File: config.mk
export PLATFORM = sky130hd
export DESIGN_NAME = mem_access_ctrl
export DESIGN_NICKNAME = d
export VERILOG_FILES = /design/src/rtl/mem_access_ctrl.sv
export SDC_FILE = /design/constraint.sdc
export NUM_CORES = 1
export LEC_CHECK = 0
export CORE_MARGIN = 2
export CORE_UTILIZATION = 39
export CTS_CLUSTER_SIZE = 10
export DETAILED_ROUTE_END_ITERATION = 6
export GPL_ROUTABILITY_DRIVEN = 0
export PLACE_DENSITY = 0.74
export SYNTH_ARGS = -nofsm -noshare
export SYNTH_HDL_FRONTEND = slang
export SYNTH_SLANG_ARGS = --single-unit
File: constraint.sdc
create_clock -name clk -period 1.7 [get_ports clk]
set_input_delay 0.255 -clock clk [delete_from_list [all_inputs] [get_ports clk]]
set_output_delay 0.255 -clock clk [all_outputs]
set_load 0.05 [all_outputs]
File: src/rtl/mem_access_ctrl.sv
// Memory-stage access controller: one data-memory transaction per memory instruction,
// pipeline stall, load formatting and timeout abort. Optional feature macro: MEM_MISALIGN_TRAP_EN.
module mem_access_ctrl #(
    parameter int TIMEOUT = 16
) (
    input  logic        clk,
    input  logic        rst,
    input  logic        M_endmem,
    input  logic        M_load_store,
    input  logic [2:0]  M_funct3,
    input  logic [31:0] M_addr,
    input  logic [31:0] M_wdata,
    output logic        dmem_req,
    output logic        dmem_we,
    output logic [31:0] dmem_addr,
    output logic [3:0]  dmem_be,
    output logic [31:0] dmem_wdata,
    input  logic        dmem_ready,
    input  logic [31:0] dmem_rdata,
    output logic        mem_stall,
    output logic [31:0] M_rdata,
    output logic        rdata_valid,
    output logic        bus_err,
    output logic        misalign_err
);

    localparam logic [1:0] S_IDLE   = 2'd0;
    localparam logic [1:0] S_ACCESS = 2'd1;
    localparam logic [1:0] S_DONE   = 2'd2;

    localparam logic [7:0] CNT_LAST = 8'(TIMEOUT - 1);

    logic [1:0] state;
    logic [7:0] cnt;
    logic [2:0] funct3_q;
    logic [1:0] addr_lo_q;

    function automatic logic [3:0] lane_be(input logic [2:0] f3, input logic [1:0] lo);
        case (f3[1:0])
            2'b00:   return 4'b0001 << lo;
            2'b01:   return 4'b0011 << {lo[1], 1'b0};
            default: return 4'b1111;
        endcase
    endfunction

    function automatic logic [31:0] lane_wdata(input logic [2:0] f3, input logic [31:0] wd);
        case (f3[1:0])
            2'b00:   return {4{wd[7:0]}};
            2'b01:   return {2{wd[15:0]}};
            default: return wd;
        endcase
    endfunction

    function automatic logic [31:0] format_load(input logic [2:0] f3, input logic [1:0] lo,
                                                input logic [31:0] rd);
        logic signed [7:0]  b;
        logic signed [15:0] h;
        b = rd[{lo, 3'b000} +: 8];
        h = rd[{lo[1], 4'b0000} +: 16];
        case (f3[1:0])
            2'b00:   return f3[2] ? {24'd0, b} : 32'(b);
            2'b01:   return f3[2] ? {16'd0, h} : 32'(h);
            default: return rd;
        endcase
    endfunction

    // Stall covers the IDLE cycle that accepts the instruction plus all ACCESS cycles.
    assign mem_stall = (state == S_ACCESS) || ((state == S_IDLE) && M_endmem);

`ifdef MEM_MISALIGN_TRAP_EN
    logic misalign_c;

    always_comb begin
        case (M_funct3[1:0])
            2'b00:   misalign_c = 1'b0;
            2'b01:   misalign_c = M_addr[0];
            default: misalign_c = |M_addr[1:0];
        endcase
    end
`else
    assign misalign_err = 1'b0;
`endif

    always_ff @(posedge clk) begin
        if (rst) begin
            state       <= S_IDLE;
            cnt         <= 8'd0;
            dmem_req    <= 1'b0;
            dmem_we     <= 1'b0;
            dmem_addr   <= 32'd0;
            dmem_be     <= 4'd0;
            dmem_wdata  <= 32'd0;
            M_rdata     <= 32'd0;
            rdata_valid <= 1'b0;
            bus_err     <= 1'b0;
`ifdef MEM_MISALIGN_TRAP_EN
            misalign_err <= 1'b0;
`endif
        end else begin
            rdata_valid <= 1'b0;
            bus_err     <= 1'b0;
`ifdef MEM_MISALIGN_TRAP_EN
            misalign_err <= 1'b0;
`endif
            case (state)
                S_IDLE: begin
                    if (M_endmem) begin
`ifdef MEM_MISALIGN_TRAP_EN
                        if (misalign_c) begin
                            state        <= S_DONE;
                            misalign_err <= 1'b1;
                            M_rdata      <= 32'd0;
                        end else
`endif
                        begin
                            state      <= S_ACCESS;
                            dmem_req   <= 1'b1;
                            dmem_we    <= M_load_store;
                            dmem_addr  <= {M_addr[31:2], 2'b00};
                            dmem_be    <= lane_be(M_funct3, M_addr[1:0]);
                            dmem_wdata <= lane_wdata(M_funct3, M_wdata);
                            funct3_q   <= M_funct3;
                            addr_lo_q  <= M_addr[1:0];
                            cnt        <= 8'd0;
                        end
                    end
                end
                // Ready wins over timeout when both happen in the last allowed cycle.
                S_ACCESS: begin
                    if (dmem_ready) begin
                        state    <= S_DONE;
                        dmem_req <= 1'b0;
                        if (!dmem_we) begin
                            M_rdata     <= format_load(funct3_q, addr_lo_q, dmem_rdata);
                            rdata_valid <= 1'b1;
                        end
                    end else if (cnt == CNT_LAST) begin
                        state    <= S_DONE;
                        dmem_req <= 1'b0;
                        M_rdata  <= 32'd0;
                        bus_err  <= 1'b1;
                    end else begin
                        cnt <= cnt + 8'd1;
                    end
                end
                default: begin
                    state <= S_IDLE;
                end
            endcase
        end
    end

endmodule
After elaboration in Yosys (flattened, before gate mapping)
Cells that the tools add are included.
{ "word_totals": {"ff_bits": 117, "latch_bits": 0, "mem_bits_rw": 0, "mem_bits_ro": 0, "input_bits": 104, "out_inout_bits": 106, "mem_count": 0} }
{ "classes": {"addsub": 1, "n_mul": 0, "div_mod_pow": 0, "magnitude_cmp": 0, "n_eq_ne": 9, "shifts": 4, "mux": 22, "bitwise": 3, "reduce_logical": 15} }
{ "op_table": {"columns": ["op", "count"], "rows": [
  ["two-way mux 32 bit", 5],
  ["one-hot mux 32 bit (2 select lines)", 2],
  ["indexed part select 32 x 6 -> 16 bit", 1],
  ["indexed part select 32 x 6 -> 8 bit", 1],
  ["two-way mux 8 bit", 3],
  ["one-hot mux 8 bit (2 select lines)", 1],
  ["AND reduction 3 bit", 3],
  ["adder 8 x 1 -> 8 bit (second input constant)", 1],
  ["== test 8 x 4 -> 1 bit (second input constant)", 1],
  ["!= test 2 bit (second input constant)", 4],
  ["one-hot mux 4 bit (2 select lines)", 1],
  ["== test 2 x 1 -> 1 bit (second input constant)", 3],
  ["zero test 2 bit", 3],
  ["two-way mux 2 bit", 3],
  ["OR reduction 3 bit", 2],
  ["two-way mux 1 bit", 5],
  ["one-hot mux 2 bit (2 select lines)", 1],
  ["AND reduction 2 bit", 2],
  ["AND reduction 4 bit", 1],
  ["nonzero test 2 bit", 2],
  ["<< shifter 1 x 2 -> 4 bit (first input constant)", 1],
  ["<< shifter 2 x 2 -> 4 bit (first input constant)", 1],
  ["!= test 3 x 2 -> 1 bit (second input constant)", 1],
  ["NOT 1 bit", 3],
  ["3 further kinds", 3]
]} }

Depth between registers and ports, before layout
Gate-level depths: netlist of the first run.
{ "depth": {"word_depth": 5, "ltp_mapped": 8} }

Least setup slack after synthesis of the first run
No wires, ideal clock.
{ "synth_timing": {"path_kind": "register -> register", "from": "register dmem_we", "to": "register M_rdata[22]", "setup_ns": 0.122, "arrival_time_ns": 1.773, "t_required_ns": 1.578, "setup_slack_ns": -0.195, "path_stages_with_launch": 8, "n_path_buf": 2, "path_cell_list": "dfxtp_1 > nor2b_1 > nand3_1 > inv_2 > and2_1 > clkbuf_2 > buf_2 > a221o_1"} }
{ "synth_between": {"elab_chain_cells": 2} }
{ "synth_lines": {"columns": ["item", "line", "rtl"], "rows": [
  ["start, declared", "14", "output logic dmem_we,"],
  ["start signal, assigned", "118", "dmem_we <= M_load_store;"],
  ["!= test 2 bit (no line)", null, null],
  ["AND reduction 3 bit (no line)", null, null],
  ["end signal, assigned", "134", "M_rdata <= format_load(funct3_q, addr_lo_q, dmem_rdata);"],
  ["end, declared", "21", "output logic [31:0] M_rdata,"]
]} }
No other way between the ends.
A chain may end at the register's enable or synchronous reset.

Worst setup path after layout of the first run
{ "layout_timing": {"from": "register cnt[4]", "to": "register M_rdata[14]"} }
{ "layout_between": {"elab_chain_cells": 3} }
{ "layout_lines": {"columns": ["item", "line", "rtl"], "rows": [
  ["start, declared", "34", "logic [7:0] cnt;"],
  ["start signal, assigned", "143", "cnt <= cnt + 8'd1;"],
  ["== test 8 x 4 -> 1 bit", "137", "end else if (cnt == CNT_LAST) begin"],
  ["nonzero test 2 bit (no line)", null, null],
  ["AND reduction 3 bit (no line)", null, null]
]} }
No other way between the ends.

==> impl_metrics.env, run 1 <==
export IMPL_syn_avg_cell_area_sq_um=8.87
export IMPL_diodes=0
export IMPL_synthArstFlopShare_pct=0
export IMPL_fin_tns_setup_ns=-0.300
export IMPL_routed_wl_um=15800
export IMPL_numCtsBuffers=17
export IMPL_reg2reg_depth=6
export IMPL_swShare_pct=27.3
export IMPL_fin_util_pct=64.4
export IMPL_htreeDepth=4
export IMPL_yosysUniqueCellTypes=52
export IMPL_drtAntennaViolNets=0
export IMPL_yosys_most_used_dff="dfxtp_1"
export IMPL_drt_iter0_markers=241
export IMPL_worstPathCellList="or4_4 > nor2_8 > a221oi_4 > clkbuf_16 > buf_12 > a32o_1"
export IMPL_cts_tree="yes"
export IMPL_hold_buffers=0
export IMPL_crit_required_ns=2.00
export IMPL_grt_pass1_wl_um=24500
export IMPL_die_h_um=117
export IMPL_holdPathStages=3
export IMPL_setup_ws_ns=-0.0320
export IMPL_power_density_nw_per_um2=1080
export IMPL_p_leak_nw=3.46
export IMPL_ys_ff_latch=117
export IMPL_area_growth_pct=62.4
export IMPL_p_sw_mw=2.38
export IMPL_setup_viol_count_final=21
export IMPL_synth_edf_count=5
export IMPL_pwr_share_seq_pct=34.6
export IMPL_timing_worst_slew_pin_value_ns=0.559
export IMPL_cp_depth=6
export IMPL_initial_core_util_pct=39.7
export IMPL_clock_latency_ns=0.41
export IMPL_path_max_fanout=8
export IMPL_die_w_um=117
export IMPL_maxCapViolCount=0
export IMPL_grt_max_degree=51
export IMPL_port_buffers=206
export IMPL_vias=5073
export IMPL_clock_skew_ns=0.00803
export IMPL_routed_via_density=5.19
export IMPL_clk_path_buf_depth=2
export IMPL_grt_setup_unrepaired="yes"
export IMPL_hold_viol=0
export IMPL_finalCriticalPeriod_ns=1.73
export IMPL_ys_seq_area_share_pct=48.0
export IMPL_drc=0
export IMPL_cpPeakStageDelay_ns=0.57
export IMPL_pin_count=210
export IMPL_crit_path_end_kind="register"
export IMPL_synthesis_area_sq_um=4980
export IMPL_yosys_warnings=0
export IMPL_drive_gt1_share_pct=27.7
export IMPL_ir_drop_mv=0.686
export IMPL_cts_sinks=117
export IMPL_worst_setup_path_type="register to register"
export IMPL_clk_pin_slew_ns=0.06
export IMPL_hpwl_um=11700
export IMPL_hp_class="input port to register"
export IMPL_crit_family="simple AND/OR/NAND/NOR gates"
export IMPL_violations="setup timing"
export IMPL_gr_usage_all_layers_pct=23.2
export IMPL_dp_slack_ns=-0.327
export IMPL_slowest_stage="or4_4"
export IMPL_start_kind="register"
export IMPL_overflow=0
export IMPL_dr_pass1_iters=4
export IMPL_synth_top_area_share_pct=45.0
export IMPL_die_area_sq_um=13700
export IMPL_fp_coreArea_sq_um=12600
export IMPL_wl_per_cell_um=16.1
export IMPL_rows=41
export IMPL_postSynthCellCount=562
export IMPL_finalCritPeriodShare_pct=102
export IMPL_fmax_ghz=0.577
export IMPL_power_mw=8.73
export IMPL_arrival_ns=2.03
export IMPL_p_comb_share_pct=20.3
export IMPL_fin_area_sq_um=8090
export IMPL_grt_pass1_vias=5073
export IMPL_ys_top_cells_by_count="nand2_1 (120), dfxtp_1 (112), a21oi_1 (56), clkbuf_1 (32), nor2_1 (32)"
export IMPL_slew_violations=0
export IMPL_power_internal_mw=6.35
export IMPL_clockPowerShare_pct=45.1
export IMPL_synth_most_common_cell="nand2_1"
export IMPL_post_synth_top_area_cell="dfxtp_1"
export IMPL_synth_area_top_cells="dfxtp_1 (45%), nand2_1 (9.0%), a21oi_1 (5.6%)"
export IMPL_root_buffer="clkbuf_16"
export IMPL_placed_area_sq_um=7260
export IMPL_path_buf_inv=2
export IMPL_antenna_found_initial=0
export IMPL_relSlewSlack_pct=62.8
export IMPL_outcome="finished with violations"
export IMPL_final_nets=898
==> layer usage <==
metal | vias up | global-route usage [%] | wire length (um)
met2 | 221 | 39.5 | 7460
met3 | 37 | 10.5 | 1750
met5 | - | 0 | 0
met4 | 0 | 10.7 | 452
li1 | 2454 | - | -
met1 | 2361 | 24.7 | 6100
==> cells by family after synthesis <==
kind of cell / Yosys count / synth area share, %
buf+inv: 59 / 5.30
flops: 117 / 48.0
fa+ha+maj: 1 / 0.251
compound gates: 155 / 21.4
simple gates: 188 / 16.5
mux: 35 / 7.48
other cells: 1 / 0.0752
xor+xnor: 6 / 1.05
==> power groups by stage <==
stage	logic (mW)	clock network [mW]	registers (mW)
after CTS	1.76	4.00	3.02
after detailed placement	1.73	0	3.07
after floorplan	0.489	0	3.56
after global placement	1.71	0	3.07
after global routing	1.88	4.12	3.04
final	1.78	3.94	3.02
==> cells in the final DEF (no fill, tap or decap), types with 2 or more instances in the layout <==
cell / n
buf_4: 141
nand2_1: 119
dfxtp_1: 107
clkdlybuf4s50_1: 102
a21oi_1: 55
nor2_1: 32
mux2i_1: 26
o21ai_0: 24
clkbuf_16: 18
a221o_1: 17
inv_1: 10
buf_12: 10
a211oi_1: 9
nor3_1: 9
a311oi_1: 8
mux2_2: 8
a221oi_2: 7
o2bb2ai_1: 7
xor2_1: 6
a21o_1: 6
nand3_1: 5
a221oi_1: 5
edfxtp_1: 5
bufinv_16: 5
nand2b_1: 4
dfxtp_2: 4
o22ai_1: 3
and3_1: 3
o211ai_1: 3
conb_1: 3
clkbuf_1: 3
clkbuf_8: 3
clkinv_2: 3
buf_6: 3
nor3b_4: 2
nor2b_1: 2
a32o_1: 2
==> area by class of cell <==
cell class / count / area (sq um)
Multi-Input combinational cell: 388 / 2440
Timing Repair Buffer: 258 / 2340
Sequential cell: 117 / 2400
Clock inverter: 9 / 173
Fill cell: 1013 / 4470
Clock buffer: 23 / 478
Inverter: 11 / 41.3
Tap cell: 172 / 215
==> worst reg2reg max path, cell delays in order, from the launching register on <==
cell and delay [ns]:
dfxtp_2 0.31, or4_4 0.57, nor2_8 0.12, a221oi_4 0.09
clkbuf_16 0.19, buf_12 0.13, a32o_1 0.20
==> state kept, by name, indices dropped and copies added (netlist names) <==
signal,count
bus_err,1
rdata_valid,1
dmem_be,4
state,2
cnt,8
addr_lo_q,2
M_rdata,32
dmem_we,1
funct3_q,3
dmem_addr,30
dmem_wdata,32
dmem_req,1
==> repair_timing <==
item	4_1_cts	5_1_grt
resized for setup	10	18
gates cloned	1	0
endpoints found under the setup margin	26	34
pin swaps	9	4
buffers inserted	3	1
==> worst paths after layout <==
path | startpoint | end | slack, ns
worst max register to register | cnt[4]$_SDFFE_PP0P_ | M_rdata[14]$_SDFFE_PP0P_ | -0.03
worst max-delay path | cnt[4]$_SDFFE_PP0P_ | M_rdata[14]$_SDFFE_PP0P_ | -0.03
worst min register to register | dmem_addr[9]$_SDFFE_PP0P_ | dmem_addr[9]$_SDFFE_PP0P_ | 0.45
worst min-delay path | rst | state[0]$_SDFFE_PP0P_ | 0.27
==> stage by stage <==
stage,std cells,hold WS (ns)
2_1_floorplan,564,0.354
3_3_place_gp,941,0.442
3_5_place_dp,941,0.447
4_1_cts,977,0.279
5_1_grt,978,0.288
6_report,978,0.269
No activity file was read; power rests on OpenSTA's default activity.
==> inputs of run 2 (changes only) <==
ABC_AREA = 1   (was not set)
==> run 2 against run 1 <==
Against the previous run:
- first-iteration DRC count increased by 82%
- largest power group unchanged
- die area increased by 2.3%
- final cell count increased by 6.4%
- worst setup slack improved by 0.16 ns
- largest cell class is now sequential cells
- the run now ends clean
- synthesized cell count increased by 15%
- flip-flop and latch count unchanged
- critical path type is now register to output pin
- critical path depth decreased by 1
- final area decreased by 4.3%
- via count increased by 3.2%
==> impl_metrics.env, run 2 <==
export IMPL_synth_area_top_cells="dfxtp_1 (44%), nand2_1 (9.0%), a22o_1 (5.2%)"
export IMPL_fin_util_pct=61.1
export IMPL_finalCritPeriodShare_pct=92.2
export IMPL_outcome="complete, no violations"
export IMPL_nFillCells=1123
export IMPL_numCtsBuffers=17
export IMPL_vias=5237
export IMPL_clock_latency_ns=0.42
export IMPL_port_buffers=206
export IMPL_relSlewSlack_pct=59.0
export IMPL_cts_tree="yes"
export IMPL_hpwl_um=11900
export IMPL_arrival_ns=1.31
export IMPL_die_w_um=118
export IMPL_final_cell_mix="nand2_1 (121), buf_4 (120), dfxtp_1 (111), clkdlybuf4s50_1 (102), nor2_1 (64)"
export IMPL_pin_count=210
export IMPL_htreeDepth=4
export IMPL_gr_usage_all_layers_pct=22.9
export IMPL_synth_top_area_share_pct=44.0
export IMPL_maxCapViolCount=0
export IMPL_ys_ff_latch=117
export IMPL_worst_setup_path_type="register to output pin"
export IMPL_crit_required_ns=1.44
export IMPL_drtAntennaViolNets=0
export IMPL_drt_iter0_markers=439
export IMPL_die_h_um=118
export IMPL_cts_sinks=117
export IMPL_synth_most_common_cell="nand2_1"
export IMPL_hold_buffers=0
export IMPL_post_synth_top_area_cell="dfxtp_1"
export IMPL_synth_edf_count=5
export IMPL_overflow=0
export IMPL_hp_class="input port to register"
export IMPL_power_density_nw_per_um2=1080
export IMPL_die_area_sq_um=14000
export IMPL_yosys_warnings=0
export IMPL_final_common_cell="nand2_1"
export IMPL_setup_viol_count_final=0
export IMPL_fmax_ghz=0.638
export IMPL_fp_coreArea_sq_um=12700
export IMPL_synthesis_area_sq_um=5100
export IMPL_finalCriticalPeriod_ns=1.57
export IMPL_reg_largest_list="M_rdata x32, dmem_wdata x32, dmem_addr x30"
export IMPL_holdPathStages=2
export IMPL_ir_drop_mv=0.750
export IMPL_initial_core_util_pct=40.3
export IMPL_final_nets=961
export IMPL_fin_tns_setup_ns=0
export IMPL_p_leak_nw=3.34
export IMPL_area_growth_pct=51.9
export IMPL_power_mw=8.40
export IMPL_drive_gt1_share_pct=24.2
export IMPL_grt_max_degree=48
export IMPL_ys_seq_area_share_pct=46.9
export IMPL_ys_top_cells_by_count="nand2_1 (122), dfxtp_1 (112), nor2_1 (64), a21oi_1 (49), inv_1 (42)"
export IMPL_wl_per_cell_um=15.4
export IMPL_slew_violations=0
export IMPL_grt_pass1_wl_um=25700
export IMPL_reg2reg_depth=9
export IMPL_syn_avg_cell_area_sq_um=7.90
export IMPL_routed_via_density=5.03
export IMPL_clk_pin_slew_ns=0.05
export IMPL_timing_worst_slew_pin_value_ns=0.615
export IMPL_rows=41
export IMPL_yosysUniqueCellTypes=38
export IMPL_start_kind="register"
export IMPL_synthArstFlopShare_pct=0
export IMPL_grt_pass1_vias=5236
export IMPL_yosys_most_used_dff="dfxtp_1"
export IMPL_dr_pass1_iters=5
export IMPL_path_max_fanout=8
export IMPL_antenna_found_initial=0
export IMPL_hold_viol=0
export IMPL_routed_wl_um=16000
export IMPL_crit_path_end_kind="output pin"
export IMPL_drc=0
export IMPL_root_buffer="clkbuf_16"
export IMPL_clock_skew_ns=0.00840
export IMPL_clk_path_buf_depth=2
export IMPL_diodes=0
export IMPL_postSynthCellCount=646
[run 2: cell types whose count changed after synthesis, sizes merged, moves of 26 or more]
cell    before  now
inv         11   51
nand3        6   39
mux2i       26    0
clkbuf      33    7
o21ai       25   54
a22o         1   30
nor2        33   70
[run 2: cell type report]
| cell class | count | area (sq um) | share of cell area (%) |
|---|---|---|---|
| multi-input combinational | 442 | 2310 | 29.8 |
| timing repair buffer | 227 | 2010 | 25.9 |
| sequential | 117 | 2390 | 30.9 |
| clock inverter | 11 | 145 | 1.87 |
| tap | 172 | 215 | 2.78 |
| inverter | 51 | 194 | 2.50 |
| clock buffer | 21 | 482 | 6.22 |
[run 2: what timing repair did]
| action | CTS | global route |
|---|---|---|
| setup endpoints to repair | 0 | 39 |
| gates resized for setup | 0 | 4 |
| endpoints found under the hold margin | 0 | 0 |
| buffers inserted | 0 | 1 |
[run 2: final timing paths]
check                                            from                  endpoint  slack (ns)
worst min register to register    cnt[0]$_SDFFE_PP0P_       cnt[0]$_SDFFE_PP0P_        0.45
worst max register to register    cnt[1]$_SDFFE_PP0P_  M_rdata[30]$_SDFFE_PP0P_        0.16
worst min-delay path                              rst     state[1]$_SDFFE_PP0P_        0.18
worst max-delay path            state[0]$_SDFFE_PP0P_                 mem_stall        0.13
[run 2: stage by stage]
stage	cells	hold slack, ns	worst slack (ns)	area (sq um)
3_3_place_gp	1008	0.449	0.0594	7100
3_5_place_dp	1008	0.450	0.0423	7100
6_report	1041	0.181	0.133	7750
2_1_floorplan	648	0.354	0.229	5110
5_1_grt	1041	0.199	-0.00102	7750
4_1_cts	1040	0.171	0.0623	7730
[run 2: metal layers]
layer / global-route usage (%) / share of wire, % / vias to the layer above
met1: 26.6 / 41 / 2373
li1: - / - / 2577
met2: 37.1 / 46 / 255
met3: 9.27 / 11 / 32
met5: 0 / 0 / -
met4: 10.2 / 2.5 / 0
[run 2: power by group]
group          internal [mW]  switching (mW)
sequential              2.92          0.0912
combinational          0.608            1.02
clock                   2.47            1.29
total                   6.00            2.41
[run 2: kinds of logic after synthesis]
family                   share of synthesized area [%]
other                                           0.0735
buffers and inverters                             8.17
adder cells (fa/ha/maj)                          0.245
flip-flops                                        46.9
AO/OA/AOI/OAI                                     22.2
AND/OR/NAND/NOR                                   22.4
[run 2: critical path: stages (launching register included)]
cell	delay [ns]
dfxtp_1	0.33
inv_1	0.06
nor2_4	0.20
inv_2	0.06
nand2_1	0.10
buf_12	0.15
